### config.mk
export PLATFORM = sky130hd
export DESIGN_NAME = itlb_sv39
export DESIGN_NICKNAME = d
export VERILOG_FILES = /design/src/rtl/itlb_sv39.sv
export SDC_FILE = /design/constraint.sdc
export NUM_CORES = 1
export LEC_CHECK = 0
export CAP_MARGIN = 20
export CORE_MARGIN = 1.5
export CORE_UTILIZATION = 56
export CTS_BUF_LIST = sky130_fd_sc_hd__clkbuf_16
export DETAILED_ROUTE_END_ITERATION = 12
export HOLD_SLACK_MARGIN = 0.1
export PLACE_DENSITY = 0.78
export SLEW_MARGIN = 25
export SYNTH_ARGS = -nofsm -noshare
export SYNTH_HDL_FRONTEND = slang
export SYNTH_SLANG_ARGS = --single-unit
### constraint.sdc
create_clock -name clk -period 39.3 [get_ports clk]
set_input_delay 5.895 -clock clk [delete_from_list [all_inputs] [get_ports clk]]
set_output_delay 5.895 -clock clk [all_outputs]
set_load 0.1 [all_outputs]
### src/rtl/itlb_sv39.sv
// Fully-associative Sv39 instruction TLB in front of the page walker.
// Optional hit/miss counters are built when ITLB_PERF_CNT_EN is defined.
module itlb_sv39 #(
    parameter int unsigned ENTRIES = 8
) (
    input  logic        clk,
    input  logic        reset,
    input  logic        lookup_valid,
    input  logic [63:0] lookup_vaddr,
    output logic        lookup_ready,
    input  logic [1:0]  mode,
    input  logic [63:0] satp,
    input  logic        flush,
    output logic        resp_valid,
    output logic [63:0] resp_paddr,
    output logic        resp_fault,
    output logic        walk_req_valid,
    output logic [26:0] walk_req_vpn,
    input  logic        walk_req_ready,
    input  logic        walk_resp_valid,
    input  logic [43:0] walk_resp_ppn,
`ifdef ITLB_PERF_CNT_EN
    output logic [31:0] hit_count,
    output logic [31:0] miss_count,
`endif
    input  logic        walk_resp_fault
);

    localparam int unsigned IDX_W = $clog2(ENTRIES);
    localparam int unsigned VPN_W = 27;
    localparam int unsigned PPN_W = 44;
    localparam int unsigned OFF_W = 12;

    typedef enum logic [1:0] {
        IDLE      = 2'd0,
        WALK_REQ  = 2'd1,
        WALK_WAIT = 2'd2
    } state_e;

    state_e             state_q, state_d;
    logic [ENTRIES-1:0] valid_q;
    logic [VPN_W-1:0]   vpn_q [ENTRIES];
    logic [PPN_W-1:0]   ppn_q [ENTRIES];
    logic [IDX_W-1:0]   ptr_q;
    logic [OFF_W-1:0]   off_q, off_d;
    logic               kill_q, kill_d;
    logic               resp_valid_q, resp_valid_d;
    logic [63:0]        resp_paddr_q, resp_paddr_d;
    logic               resp_fault_q, resp_fault_d;
    logic               walk_req_valid_q, walk_req_valid_d;
    logic [VPN_W-1:0]   walk_req_vpn_q, walk_req_vpn_d;

    logic               bypass_c;
    logic               hit_c;
    logic               hit_any_c;
    logic [IDX_W-1:0]   hit_idx_c;
    logic               free_c;
    logic [IDX_W-1:0]   free_idx_c;
    logic [IDX_W-1:0]   victim_idx_c;
    logic               fill_en_c;
    logic               count_hit_c;
    logic               count_miss_c;
    logic               satp_unused_c;

    assign satp_unused_c = ^satp[59:0];
    assign bypass_c      = (mode == 2'd3) || (satp[63:60] != 4'd8);

    // Parallel VPN compare; descending scan leaves the lowest matching index
    always_comb begin
        hit_any_c = 1'b0;
        hit_idx_c = '0;
        for (int i = int'(ENTRIES) - 1; i >= 0; i--) begin
            if (valid_q[i] && (vpn_q[i] == lookup_vaddr[38:12])) begin
                hit_any_c = 1'b1;
                hit_idx_c = IDX_W'(i);
            end
        end
    end

    // A same-cycle flush makes the compare see an empty TLB
    assign hit_c = hit_any_c && !flush;

    // Victim: lowest invalid entry, otherwise the round-robin pointer
    always_comb begin
        free_c     = 1'b0;
        free_idx_c = '0;
        for (int i = int'(ENTRIES) - 1; i >= 0; i--) begin
            if (!valid_q[i]) begin
                free_c     = 1'b1;
                free_idx_c = IDX_W'(i);
            end
        end
    end

    assign victim_idx_c = free_c ? free_idx_c : ptr_q;

    always_ff @(posedge clk or posedge reset) begin
        if (reset) begin
            state_q <= IDLE;
        end else begin
            state_q <= state_d;
        end
    end

    always_comb begin
        state_d          = state_q;
        off_d            = off_q;
        kill_d           = kill_q;
        resp_valid_d     = 1'b0;
        resp_paddr_d     = '0;
        resp_fault_d     = 1'b0;
        walk_req_valid_d = walk_req_valid_q;
        walk_req_vpn_d   = walk_req_vpn_q;
        fill_en_c        = 1'b0;
        count_hit_c      = 1'b0;
        count_miss_c     = 1'b0;
        case (state_q)
            IDLE: begin
                if (lookup_valid) begin
                    off_d = lookup_vaddr[OFF_W-1:0];
                    if (bypass_c) begin
                        resp_valid_d = 1'b1;
                        resp_paddr_d = lookup_vaddr;
                    end else if (hit_c) begin
                        count_hit_c  = 1'b1;
                        resp_valid_d = 1'b1;
                        resp_paddr_d = {8'b0, ppn_q[hit_idx_c], lookup_vaddr[OFF_W-1:0]};
                    end else begin
                        count_miss_c     = 1'b1;
                        kill_d           = 1'b0;
                        walk_req_valid_d = 1'b1;
                        walk_req_vpn_d   = lookup_vaddr[38:12];
                        state_d          = WALK_REQ;
                    end
                end
            end
            WALK_REQ: begin
                if (flush) begin
                    kill_d = 1'b1;
                end
                if (walk_req_ready) begin
                    walk_req_valid_d = 1'b0;
                    state_d          = WALK_WAIT;
                end
            end
            WALK_WAIT: begin
                if (flush) begin
                    kill_d = 1'b1;
                end
                if (walk_resp_valid) begin
                    resp_valid_d = 1'b1;
                    state_d      = IDLE;
                    if (walk_resp_fault) begin
                        resp_fault_d = 1'b1;
                    end else begin
                        resp_paddr_d = {8'b0, walk_resp_ppn, off_q};
                        fill_en_c    = !kill_q && !flush;
                    end
                end
            end
            default: begin
                state_d          = IDLE;
                walk_req_valid_d = 1'b0;
            end
        endcase
    end

    always_ff @(posedge clk or posedge reset) begin
        if (reset) begin
            off_q            <= '0;
            kill_q           <= 1'b0;
            resp_valid_q     <= 1'b0;
            resp_paddr_q     <= '0;
            resp_fault_q     <= 1'b0;
            walk_req_valid_q <= 1'b0;
            walk_req_vpn_q   <= '0;
        end else begin
            off_q            <= off_d;
            kill_q           <= kill_d;
            resp_valid_q     <= resp_valid_d;
            resp_paddr_q     <= resp_paddr_d;
            resp_fault_q     <= resp_fault_d;
            walk_req_valid_q <= walk_req_valid_d;
            walk_req_vpn_q   <= walk_req_vpn_d;
        end
    end

    // Entry array; flush takes priority over a same-cycle fill
    always_ff @(posedge clk or posedge reset) begin
        if (reset) begin
            valid_q <= '0;
            ptr_q   <= '0;
            for (int i = 0; i < int'(ENTRIES); i++) begin
                vpn_q[i] <= '0;
                ppn_q[i] <= '0;
            end
        end else if (flush) begin
            valid_q <= '0;
            ptr_q   <= '0;
        end else if (fill_en_c) begin
            valid_q[victim_idx_c] <= 1'b1;
            vpn_q[victim_idx_c]   <= walk_req_vpn_q;
            ppn_q[victim_idx_c]   <= walk_resp_ppn;
            if (!free_c) begin
                ptr_q <= IDX_W'(ptr_q + 1'b1);
            end
        end
    end

`ifdef ITLB_PERF_CNT_EN
    logic [31:0] hit_count_q, miss_count_q;

    // Saturating counters, untouched by flush
    always_ff @(posedge clk or posedge reset) begin
        if (reset) begin
            hit_count_q  <= '0;
            miss_count_q <= '0;
        end else begin
            if (count_hit_c && (hit_count_q != 32'hFFFF_FFFF)) begin
                hit_count_q <= hit_count_q + 32'd1;
            end
            if (count_miss_c && (miss_count_q != 32'hFFFF_FFFF)) begin
                miss_count_q <= miss_count_q + 32'd1;
            end
        end
    end

    assign hit_count  = hit_count_q;
    assign miss_count = miss_count_q;
`endif

    assign lookup_ready   = (state_q == IDLE);
    assign resp_valid     = resp_valid_q;
    assign resp_paddr     = resp_paddr_q;
    assign resp_fault     = resp_fault_q;
    assign walk_req_valid = walk_req_valid_q;
    assign walk_req_vpn   = walk_req_vpn_q;

endmodule

==> impl_metrics.toml <==
[outcome]
outcome = "finished clean"

[synthesis]
synth-edff-count = 0
syn_inst = 2453
synth-warning-count = 0
synthFlopType = "dfrtp_1"
synth-seq-cells = 688
synthArstFlopShare = 1.00
synth_area_per_cell_um2 = 13.1
synth_cell_type_count = 57
syn_nets = 2639
ys_seq_area_frac = 0.537
syn_area_mm2 = 0.0321

[placement]
portBuffers = 215
gp_congestion = 0.898
dpl.cell_count = 3306
place_hpwl_mm = 53.3
pre_cts_ws_ps = 28400

[sta]
grt_setup_unrepaired = "no"
period_share = 0.265
clock.fmax_mhz = 95.9
setup_ws_ps = 28880
relSlewSlack = 0.268
fin_skew_ps = 20.6
finalSetupViolations = 0
final_max_slew_viol_count = 0
period_minus_slack_ps = 10420
tightest_slew_ps = 1100
hold_viol = 0
finalSetupTns_ps = 0

[clock_tree]
clk_pin_slew_ps = 60
numCtsBuffers = 73
root_buffer = "clkbuf_16"
cts_tree = "done"
h-tree-depth = 3
cts_sinks = 688
clk_path_buf_depth = 3
clk_latency_ps = 610
cts_resized = 0
ctsHoldBuffers = 0
post-cts-setup-buffers = 0

[setup_path]
r2r_start = "vpn_q[4]$_DFFE_PP0P_"
arrival_ps = 10930
worst_ep_required_time_ps = 39810
reg2reg_to = "resp_paddr[21]$_DFF_PP0_"
critPathCaptureType = "flop"
critPathKind = "in -> reg"
r2r_cells = 10
critPathLaunchType = "input port"
reg2reg_slack_ps = 34840
worstPathMaxFanout = 69

[route]
wl_per_cell_um = 24.9
vias_per_cell = 6.11
finalWirelength_mm = 85.6
dr.pass1.iters = 5
vias = 21000
ant_nets = 0
drcViolationCount = 0
drt-initial-drc-count = 1486

[power_and_ir_drop]
p_sw_uw = 686
swShare = 0.351
leakagePower_uw = 0.0176
combPwrFrac = 0.237
p_total_uw = 1950
power_frac_seq = 0.435
p_clk_frac = 0.327
pwr_density_cell_mw_per_mm2 = 52.6
power.internal_uw = 1270
vdd_drop_max_v = 0.0000467

[min_path]
min_from = "off_q[2]$_DFFE_PP0P_"
min_to = "off_q[2]$_DFFE_PP0P_"
whs_path_depth = 2
min_path_type = "reg -> reg"

[grt]
globalRouteTotalUtil = 0.293
grt_max_degree = 188
overflow = 0
antenna_found_initial = 1
grt_pass1_wl_mm = 133
grt_pass1_vias = 22200

[floorplanning]
die_y_um = 242
die_w_um = 242
core_area_mm2 = 0.0565
dieArea_mm2 = 0.0587
rows = 87
top_level_ports = 276
initial_core_util = 0.568

[finish]
fillers = 4108
drive_above_1_share = 0.306
final_common_cell = "dfrtp_1"
num-nets-final = 2814
syn_to_final_growth_pct = 15.7
utilization = 0.657
final_cell_mix = "688 x dfrtp_1, 665 x mux2_2, 215 x clkdlybuf4s50_1"
instances_no_fill = 3436

[job]
cap_violations = 0
metrics by stage:
stage               cell area (um^2)  hold WS (ps)
floorplan                      32100           446
global placement               34900           465
detailed placement             34900           470
CTS                            37000           483
global route                   37100           490
finish                         37100           481
cell families after synthesis:
group,count (synthesis),synth area share
adders and majority gates,5,0.00195
xor gates and xnor gates,218,0.0595
DFF,688,0.537
muxes,686,0.241
AOI/OAI and AO/OA,259,0.0630
and+or+nand+nor,388,0.0698
buffers and inverters,209,0.0284
sequential cells by signal (all words and copies together), names as in the netlist, 2 cells and up:
register	count
valid_q	8
ptr_q	3
state_q	2
vpn_q	216
walk_req_vpn	27
off_q	12
ppn_q	352
resp_paddr	64
cell type report:
| class | count | area (um^2) | area share |
|---|---|---|---|
| inverters | 54 | 210 | 0.00566 |
| flip-flops and latches | 688 | 17200 | 0.464 |
| clock buffers | 74 | 1850 | 0.0499 |
| repair buffers | 255 | 2510 | 0.0675 |
| multi-input cells | 1556 | 14000 | 0.378 |
| diodes | 1 | 2.50 | 0.0000674 |
| well taps | 756 | 946 | 0.0255 |
| clock inverters | 52 | 342 | 0.00920 |
synthesized netlist by cell type (6+ instances only):
master,number,area share
a211oi_1,44,0.010
a21oi_1,9,0.0014
a22o_1,44,0.012
a31oi_1,46,0.0090
a32o_1,12,0.0037
and2_1,53,0.010
buf_2,39,0.0061
buf_4,9,0.0021
buf_6,6,0.0021
clkbuf_1,99,0.012
dfrtp_1,688,0.54
inv_1,54,0.0063
mux2_1,19,0.0067
mux2_2,665,0.23
nand2_1,98,0.011
nand3_1,6,0.00094
nand4_1,62,0.012
nor2_1,20,0.0023
nor2b_1,47,0.0092
nor3_1,7,0.0011
nor4_1,53,0.010
nor4b_1,12,0.0033
o211ai_1,44,0.010
o2bb2ai_1,44,0.012
xnor2_1,101,0.028
xor2_1,117,0.032
critical path, cell delays in order:
cell and delay, ps:
clkdlybuf4s50_1 940, xnor2_1 520, nand4_1 120, or4_1 600
a211o_1 280, a21boi_2 240, o21ai_1 140, a21boi_4 750
buf_4 890, a211oi_1 200, o211ai_1 280
power by group through the flow:
stage               registers [uW]  clock network, uW  logic, uW
floorplan                     1030                  0        138
global placement               860                  0        456
detailed placement             863                  0        461
CTS                            851                651        464
global route                   856                680        484
finish                         850                639        463
routing by layer:
metal  part of all wire  vias up  global-route usage  wire [um]
met3              0.052      149              0.0419       4470
met1               0.43    11000               0.394      36800
met2               0.49      597               0.487      41700
met5            0.00015        -                   0         13
li1                   -     9225                   -          -
met4              0.030        2               0.104       2530
worst max-delay path by stage:
stage / to / depth (start not counted) / slack, ps / startpoint
global placement: resp_paddr[21]$_DFF_PP0_ / 11 / 28420 / lookup_vaddr[24]
floorplan: kill_q$_DFFE_PP0P_ / 1 / 14120 / reset
CTS: resp_paddr[37]$_DFF_PP0_ / 12 / 28990 / lookup_vaddr[38]
detailed placement: resp_paddr[45]$_DFF_PP0_ / 12 / 28400 / lookup_vaddr[38]
finish: resp_paddr[21]$_DFF_PP0_ / 11 / 28880 / lookup_vaddr[24]
global route: resp_paddr[21]$_DFF_PP0_ / 11 / 28790 / lookup_vaddr[24]
(Power assumes the default switching activity.)
